**src/rtl/picture_grid_flip.sv**
```systemverilog
// Tile-flip controller for the card-matching screen: hit-tests clicks over a COLS x ROWS grid,
// pairs face-up tiles by key and muxes front/back RGB. Optional macro: PICTURE_GRID_AUTO_HIDE_EN.
module picture_grid_flip #(
    parameter int unsigned COLS        = 4,
    parameter int unsigned ROWS        = 2,
    parameter int unsigned X0          = 64,
    parameter int unsigned Y0          = 64,
    parameter int unsigned TILE_W      = 128,
    parameter int unsigned TILE_H      = 128,
    parameter int unsigned GAP         = 16,
    parameter int unsigned KEY_W       = 3,
    parameter int unsigned HOLD_CYCLES = 65_000_000
) (
    input  logic                          i_clk,
    input  logic                          i_rst,
    input  logic                          i_mouse_left,
    input  logic [11:0]                   i_xpos,
    input  logic [11:0]                   i_ypos,
    input  logic [10:0]                   i_hcount,
    input  logic [10:0]                   i_vcount,
    input  logic [11:0]                   i_rgb_front,
    input  logic [11:0]                   i_rgb_back,
    input  logic [COLS*ROWS*KEY_W-1:0]    i_tile_key,
    output logic [11:0]                   o_rgb_out,
    output logic [COLS*ROWS-1:0]          o_face_up,
    output logic [COLS*ROWS-1:0]          o_matched,
    output logic                          o_busy
);

    localparam int unsigned N     = COLS * ROWS;
    localparam int unsigned IDX_W = (N > 1) ? $clog2(N) : 1;

    typedef enum logic [1:0] {StIdle, StOne, StCmp, StHold} state_e;

    state_e             r_state;
    logic [N-1:0]       r_face_up;
    logic [N-1:0]       r_matched;
    logic [IDX_W-1:0]   r_first;
    logic [IDX_W-1:0]   r_second;
    logic               r_mouse_prev;
    logic               r_busy;
    logic [11:0]        r_rgb;

`ifdef PICTURE_GRID_AUTO_HIDE_EN
    localparam int unsigned CNT_W = $clog2(HOLD_CYCLES + 1);
    logic [CNT_W-1:0]   r_cnt;
`endif

    logic [31:0]        w_x32, w_y32, w_h32, w_v32;
    logic [N-1:0]       w_cur_hit;
    logic [N-1:0]       w_pix_hit;
    logic [N-1:0]       w_hit_free;
    logic               w_click;
    logic               w_valid;
    logic               w_pix_show;
    logic               w_key_eq;
    logic [IDX_W-1:0]   w_click_idx;

    assign w_x32 = {20'd0, i_xpos};
    assign w_y32 = {20'd0, i_ypos};
    assign w_h32 = {21'd0, i_hcount};
    assign w_v32 = {21'd0, i_vcount};

    // Half-open tile rectangles; gaps and the outside of the grid hit nothing.
    for (genvar gr = 0; gr < ROWS; gr++) begin : g_row
        for (genvar gc = 0; gc < COLS; gc++) begin : g_col
            localparam int unsigned T  = gr * COLS + gc;
            localparam int unsigned XL = X0 + gc * (TILE_W + GAP);
            localparam int unsigned YT = Y0 + gr * (TILE_H + GAP);
            assign w_cur_hit[T] = (w_x32 >= XL) && (w_x32 < XL + TILE_W) &&
                                  (w_y32 >= YT) && (w_y32 < YT + TILE_H);
            assign w_pix_hit[T] = (w_h32 >= XL) && (w_h32 < XL + TILE_W) &&
                                  (w_v32 >= YT) && (w_v32 < YT + TILE_H);
        end
    end

    assign w_click    = i_mouse_left & ~r_mouse_prev;
    assign w_hit_free = w_cur_hit & ~r_face_up & ~r_matched;
    assign w_valid    = w_click && (|w_hit_free) && (r_state == StIdle || r_state == StOne);
    assign w_pix_show = |(w_pix_hit & (r_face_up | r_matched));
    assign w_key_eq   = i_tile_key[r_first * KEY_W +: KEY_W] ==
                        i_tile_key[r_second * KEY_W +: KEY_W];

    always_comb begin
        w_click_idx = '0;
        for (int unsigned t = 0; t < N; t++) begin
            if (w_hit_free[t]) w_click_idx = IDX_W'(t);
        end
    end

    always_ff @(posedge i_clk or posedge i_rst) begin
        if (i_rst) begin
            r_state      <= StIdle;
            r_face_up    <= '0;
            r_matched    <= '0;
            r_first      <= '0;
            r_second     <= '0;
            r_mouse_prev <= 1'b0;
            r_busy       <= 1'b0;
            r_rgb        <= '0;
`ifdef PICTURE_GRID_AUTO_HIDE_EN
            r_cnt        <= '0;
`endif
        end else begin
            r_mouse_prev <= i_mouse_left;
            r_rgb        <= w_pix_show ? i_rgb_front : i_rgb_back;
            unique case (r_state)
                StIdle: begin
                    if (w_valid) begin
                        r_face_up[w_click_idx] <= 1'b1;
                        r_first                <= w_click_idx;
                        r_state                <= StOne;
                    end
                end
                StOne: begin
                    if (w_valid) begin
                        r_face_up[w_click_idx] <= 1'b1;
                        r_second               <= w_click_idx;
                        r_busy                 <= 1'b1;
                        r_state                <= StCmp;
                    end
                end
                StCmp: begin
                    if (w_key_eq) begin
                        r_matched[r_first]  <= 1'b1;
                        r_matched[r_second] <= 1'b1;
                        r_face_up[r_first]  <= 1'b0;
                        r_face_up[r_second] <= 1'b0;
                        r_busy              <= 1'b0;
                        r_state             <= StIdle;
                    end else begin
`ifdef PICTURE_GRID_AUTO_HIDE_EN
                        r_cnt <= '0;
`endif
                        r_state <= StHold;
                    end
                end
                StHold: begin
`ifdef PICTURE_GRID_AUTO_HIDE_EN
                    // Exit on the HOLD_CYCLES-th cycle spent in HOLD; counter never wraps.
                    if (r_cnt == CNT_W'(HOLD_CYCLES - 1)) begin
                        r_face_up[r_first]  <= 1'b0;
                        r_face_up[r_second] <= 1'b0;
                        r_busy              <= 1'b0;
                        r_state             <= StIdle;
                    end else begin
                        r_cnt <= r_cnt + 1'b1;
                    end
`else
                    // Any click exits, and that click never flips a tile.
                    if (w_click) begin
                        r_face_up[r_first]  <= 1'b0;
                        r_face_up[r_second] <= 1'b0;
                        r_busy              <= 1'b0;
                        r_state             <= StIdle;
                    end
`endif
                end
                default: r_state <= StIdle;
            endcase
        end
    end

    assign o_rgb_out = r_rgb;
    assign o_face_up = r_face_up;
    assign o_matched = r_matched;
    assign o_busy    = r_busy;

endmodule

```
**config.mk**
```make
export PLATFORM = sky130hd
export DESIGN_NAME = picture_grid_flip
export DESIGN_NICKNAME = d
export VERILOG_FILES = /design/src/rtl/picture_grid_flip.sv
export SDC_FILE = /design/constraint.sdc
export NUM_CORES = 1
export LEC_CHECK = 0
export ABC_AREA = 1
export BUFFER_PORTS_ARGS = -buffer_cell sky130_fd_sc_hd__buf_2
export CORE_ASPECT_RATIO = 0.8
export CORE_UTILIZATION = 49
export CTS_CLUSTER_DIAMETER = 150
export DETAILED_ROUTE_END_ITERATION = 8
export GPL_ROUTABILITY_DRIVEN = 0
export PLACE_DENSITY_LB_ADDON = 0.25
export SLEW_MARGIN = 10
export SYNTH_ARGS = -nofsm -noshare
export SYNTH_HDL_FRONTEND = slang
export SYNTH_SLANG_ARGS = --single-unit
```
**constraint.sdc**
```tcl
create_clock -name i_clk -period 2.1 [get_ports i_clk]
set_clock_uncertainty 0.05 [all_clocks]
set_input_delay 0.525 -clock i_clk [delete_from_list [all_inputs] [get_ports i_clk]]
set_output_delay 0.525 -clock i_clk [all_outputs]
set_load 0.02 [all_outputs]
```
After elaboration in Yosys (flattened, before gate mapping):

Index checks and enable logic that the tools add are counted.

* word-level logic and storage cells: 150
* bits of input ports: 97
* memories: 0
* bits in read-only memories: 0
* output and inout port bits: 29
* latch bits: 0
* memory bits (writable): 0
* bits in registers: 38

* divide/modulo/power cells: 0
* shifts and indexed selects: 2
* add/sub/neg operators: 0
* reductions and logical operators: 57
* bitwise operators: 15
* multiplexer cells: 27
* magnitude comparators: 30
* eq/ne operators: 9
* $mul: 2

Operators with widths (number)
* indexed part select 24 x 6 -> 3 bit: 2
* logical AND 1 bit: 45
* bitwise AND 8 bit: 5
* less-than comparator 12 x 9 -> 1 bit, second input constant: 3
* less-than comparator 11 x 9 -> 1 bit, second input constant: 3
* inverter 8 bit: 4
* bitwise OR 8 bit: 4
* greater-or-equal comparator 12 x 7 -> 1 bit, second input constant: 2
* greater-or-equal comparator 12 x 8 -> 1 bit, second input constant: 2
* greater-or-equal comparator 12 x 9 -> 1 bit, second input constant: 2
* less-than comparator 12 x 8 -> 1 bit, second input constant: 2
* two-way mux 8 bit: 3
* case mux 8 bit (3 select lines): 1
* greater-or-equal comparator 11 x 7 -> 1 bit, second input constant: 2
* greater-or-equal comparator 11 x 8 -> 1 bit, second input constant: 2
* greater-or-equal comparator 11 x 9 -> 1 bit, second input constant: 2
* less-than comparator 11 x 8 -> 1 bit, second input constant: 2
* two-way mux 3 bit: 6
* OR reduction 8 bit: 2
* less-than comparator 12 x 10 -> 1 bit, second input constant: 1
* less-than comparator 3 x 4 -> 1 bit, second input constant: 3
* two-way mux 12 bit: 1
* less-than comparator 11 x 10 -> 1 bit, second input constant: 1
* multiplier 3 x 2 -> 5 bit, second input constant: 2
* 20 further kinds: 40

Longest topological paths before layout:

* depth in word-level cells: 20
* gate-level depth with buffers: 17
* depth with buffers taken out: 15

Worst setup path before layout:

Ideal clock, no wire load.

* path type: input to register
* start point: in i_ypos[5]
* end point: reg r_face_up[3], in the netlist o_face_up[3]
* setup time: 0.118 ns
* data arrival time: 1.763 ns
* buffers on the path: 1
* required time: 1.932 ns
* setup slack: 0.169 ns
* cell stages on the path: 15
* cell sequence: nor2_1 > nand2_1 > nand2_1 > nand2_1 > inv_1 > nand3_2 > nand2_2 > nor2_2 > nand2_2 > nand2_2 > nand2_2 > nand3_4 > buf_6 > nand2_1 > o21ai_2

* cells in the longest elaborated chain, start to end: 19
* elaborated cells on any way between the ends: 42
* those cells by class: 6 x order compare; 1 x eq/ne; 11 x mux; 3 x bitwise; 21 x reduce/logical

RTL lines
* start: declaration: line 18 `input logic [11:0] i_ypos,`
* greater-or-equal comparator 12 x 7 -> 1 bit: line 71 `(w_y32 >= YT) && (w_y32 < YT + TILE_H);`
* logical AND 1 bit: line 70 `assign w_cur_hit[T] = (w_x32 >= XL) && (w_x32 < XL + TILE_W) &&`
* logical AND 1 bit: line 71
* bitwise AND 8 bit * (2 in a row): line 78 `assign w_hit_free = w_cur_hit & ~r_face_up & ~r_matched;`
* two-way mux 1 bit: line 87 `if (w_hit_free[t]) w_click_idx = IDX_W'(t);`
* two-way mux 3 bit (6 in a row): line 87
* less-than comparator 3 x 4 -> 1 bit (implied by the code) / greater-or-equal comparator 3 x 1 -> 1 bit (equally long branches): line 110, 117
* logical AND 1 bit (implied by the code): line 110, 117
* two-way mux 1 bit (implied by the code): line 110, 117
* demux 1 bit (select 3 bit): line 110, 117
* bitwise OR 8 bit (no source line)
* two-way mux 8 bit: line 109, 116
* case mux 8 bit (3 select lines): line 107 `unique case (r_state)`
* end signal: indexed assignment: line 110 `r_face_up[w_click_idx] <= 1'b1;`
* end signal: indexed assignment: line 117 `r_face_up[w_click_idx] <= 1'b1;`
* end signal: indexed assignment: line 127 `r_face_up[r_first] <= 1'b0;`
* end: declaration: line 36 `logic [N-1:0] r_face_up;`

Every way passes the cells marked *; elsewhere a longest branch is shown, timed or not. The select of a mux whose other input is x is not followed.
A chain may end at the register's enable or synchronous reset.

Worst setup path after layout:

* start point: in i_ypos[11]
* end point: reg r_first[0]

* cells in the longest elaborated chain, start to end: 12
* elaborated cells on any way between the ends: 33
* those cells by class: 4 x order compare; 7 x mux; 2 x bitwise; 20 x reduce/logical

RTL lines
* greater-or-equal comparator 12 x 7 -> 1 bit: line 71
* logical AND 1 bit: line 70
* logical AND 1 bit: line 71
* bitwise AND 8 bit * (2 in a row): line 78
* two-way mux 1 bit: line 87
* two-way mux 3 bit (6 in a row): line 87
* end signal: assignment: line 111 `r_first <= w_click_idx;`
* end: declaration: line 38 `logic [IDX_W-1:0] r_first;`

Every way passes the cells marked *; elsewhere a longest branch is shown, timed or not.

==> impl_metrics.env <==
export IMPL_drc=0
export IMPL_drtPass1Iterations=5
export IMPL_p_leak_nw=2.34
export IMPL_cts_tree="done"
export IMPL_core_rowCount=25
export IMPL_fin_crit_ns=1.96
export IMPL_root_buffer="clkbuf_8"
export IMPL_wirelength_um=8910
export IMPL_ios=126
export IMPL_grt_pass1_vias=3220
export IMPL_dp_hpwl_um=6840
export IMPL_cp_required_ns=2.22
export IMPL_start_util_pct=51.6
export IMPL_vias=3771
export IMPL_yosys_area_share_adder_pct=0
export IMPL_ant_nets=0
export IMPL_die_w_um=91.0
export IMPL_whs_ns=0.0338
export IMPL_post_synth_mux_area_share_pct=0
export IMPL_syn_to_final_growth_pct=32.3
export IMPL_ctsHtreeMaxLevel=2
export IMPL_die_area_mm2=0.00665
export IMPL_critPathKind="in -> reg"
export IMPL_worstPathArrival_ns=2.08
export IMPL_peakVddDrop_uv=277
export IMPL_grt_max_degree=36
export IMPL_worstSetupStartpointType="input pin"
export IMPL_drv_cap=0
export IMPL_yosysSeqAreaShare_pct=30.7
export IMPL_multi_input_area_mm2=0.00184
export IMPL_nets=752
export IMPL_hold_viol=0
export IMPL_dp_cells=728
export IMPL_cts_hold_buf=0
export IMPL_finalPower_w=0.00226
export IMPL_syn_nets=616
export IMPL_postLayoutCellArea_mm2=0.00410
export IMPL_cts_max_path_buffers=2
export IMPL_max_slew_margin_pct=70.4
export IMPL_fillers=570
export IMPL_die_h_um=73.2
export IMPL_track_usage_pct=26.7
export IMPL_r2r_end="r_state[0]"
export IMPL_clk_latency_ns=0.30
export IMPL_syn_inst=519
export IMPL_tightest_slew_ns=0.445
export IMPL_powerDensity_mw_per_mm2=550
export IMPL_synth_xor_area_share_pct=0
export IMPL_dr_first_iter_drc_count=301
export IMPL_yosys_area_share_simple_pct=46.1
export IMPL_timing_rr_start="r_first[0]"
export IMPL_slew_viol_final=0
export IMPL_synth_area_per_cell_um2=5.98
export IMPL_min_path_type="in -> async"
export IMPL_register_area_um2=951
export IMPL_yosysUniqueCellTypes=31
export IMPL_post_cts_buffers=0
export IMPL_r2r_setup_slack_ns=0.17
export IMPL_drive_gt1_share_pct=29.0
export IMPL_finalNonFillerCells=737
export IMPL_yosys_warnings=0
export IMPL_antenna_found_initial=0
export IMPL_grt_pass1_wl_um=14300
export IMPL_portBuffers=109
export IMPL_rsz0062_at_grt="false"
export IMPL_fin_crit_sh_pct=93.1
export IMPL_synth_seq_cells=38
export IMPL_synth_top_family_by_area="simple AND/OR/NAND/NOR gates"
export IMPL_startpoint="i_ypos[11]"
export IMPL_syn_area_mm2=0.00310
export IMPL_clock_sinks=38
export IMPL_endpoint_kind="register"
export IMPL_outcome="complete, no violations"
export IMPL_clkTransAtPathRegs_ns=0.09
export IMPL_antenna_cells=0
export IMPL_wl_per_cell_um=12.1
export IMPL_timing_fmax_mhz=511
export IMPL_worstPathMaxFanout=6
export IMPL_via_per_inst=5.12
export IMPL_grt_ovfl_total=0
export IMPL_synth_compound_area_share_pct=12.1
export IMPL_cts_buffers=5
export IMPL_core_mm2=0.00601
export IMPL_setup_viol=0
export IMPL_placed_area_mm2=0.00393
export IMPL_worst_r2r_path_depth=13
-- area by class of cell --
type | count | share of cell area [%]
clock inverters | 3 | 1.68
clock buffers | 5 | 1.68
well taps | 81 | 2.47
multi-input cells | 402 | 44.8
inverters | 64 | 5.85
repair buffers | 144 | 20.3
flip-flops and latches | 38 | 23.2
-- sequential cells by signal, indices dropped and copies added, names as in the netlist --
register	count
o_busy	1
r_first	3
o_face_up	8
r_state	2
r_second	3
o_rgb_out	12
r_mouse_prev	1
o_matched	8
-- cell usage after synthesis --
library cell / count / share of area (%)
o21a_1: 4 / 0.97
nor2_1: 51 / 6.2
nor4_1: 1 / 0.20
nand2_1: 214 / 26
o211ai_1: 2 / 0.48
or2_2: 2 / 0.40
nand2_2: 10 / 2.0
buf_6: 3 / 1.1
inv_2: 7 / 0.85
dfrtp_1: 38 / 31
clkinv_1: 2 / 0.24
clkbuf_1: 5 / 0.61
nand3_4: 1 / 0.56
a41oi_1: 2 / 0.56
o21bai_1: 4 / 0.97
a31oi_1: 3 / 0.61
buf_4: 6 / 1.5
nand4_1: 7 / 1.4
nor3_1: 5 / 0.81
inv_1: 55 / 6.7
o21ai_2: 7 / 2.0
o31ai_1: 2 / 0.48
nand3_1: 42 / 6.8
nand3_2: 2 / 0.65
o21ai_1: 1 / 0.16
o22ai_1: 1 / 0.20
nor2_4: 1 / 0.36
buf_2: 2 / 0.32
nor2_2: 4 / 0.81
o21ai_0: 27 / 4.4
a21oi_1: 8 / 1.3
-- power breakdown --
group	leakage [nW]	switching, W	internal (W)
Combinational	1.82	0.000405	0.000253
Sequential	0.455	0.0000418	0.000788
Clock	0.0683	0.000292	0.000476
-- cells by family after synthesis --
| kind of cell | after synthesis |
|---|---|
| buffers and inverters | 80 |
| AND/OR/NAND/NOR | 340 |
| flip-flops | 38 |
| AO/OA/AOI/OAI | 61 |
-- stage by stage --
stage | TNS [ns] | worst slack (ns) | utilization [%]
floorplan | 0 | 0.169 | -
global placement | -1.12 | -0.119 | 65.4
detailed placement | -1.66 | -0.166 | 65.4
CTS | 0 | 0.0414 | 67.7
global route | 0 | 0.00936 | 68.3
finish | 0 | 0.144 | 68.3
-- cells in the final DEF, fill, tap and decap left out, drive strengths merged, types with 5 or more instances in the layout --
cell / instances
nand4: 7
nand2: 224
a21oi: 8
nor2: 56
nand3: 46
o21ai: 35
dfrtp: 38
nor3: 5
clkbuf: 5
inv: 62
buf: 144
-- metal layers --
layer | global-route usage, % | part of all wire [%] | vias up
met5 | 0 | 0 | -
met4 | 6.17 | 0.66 | 0
met3 | 4.38 | 7.9 | 6
met2 | 43.9 | 45 | 140
met1 | 37.4 | 46 | 1715
li1 | - | - | 1910
-- worst max-delay path by stage --
stage                              end  slack, ns  cells after the start
after floorplan           o_face_up[3]       0.17                     15
after global placement      r_state[0]      -0.12                     15
after detailed placement  o_face_up[6]      -0.17                     15
after CTS                 o_face_up[6]       0.04                     13
after global routing        r_first[0]      0.009                     15
final                       r_first[0]       0.14                     14
-- critical path: stages --
cell and delay [ns]:
buf_2 0.10, nor2_2 0.10, nand2_1 0.12, nor2_4 0.18, nor2_1 0.09, nand2_1 0.09, nand2_2 0.07, nor2_2 0.15
nand2_2 0.09, nand2_2 0.11, nor2_1 0.07, buf_4 0.15, o21ai_0 0.08, o21ai_0 0.14
-- timing repair --
item	in CTS	in global routing
resized for setup	0	7
endpoints found under the hold margin	0	0
endpoints found under the setup margin	0	10
(Power assumes the default switching activity.)
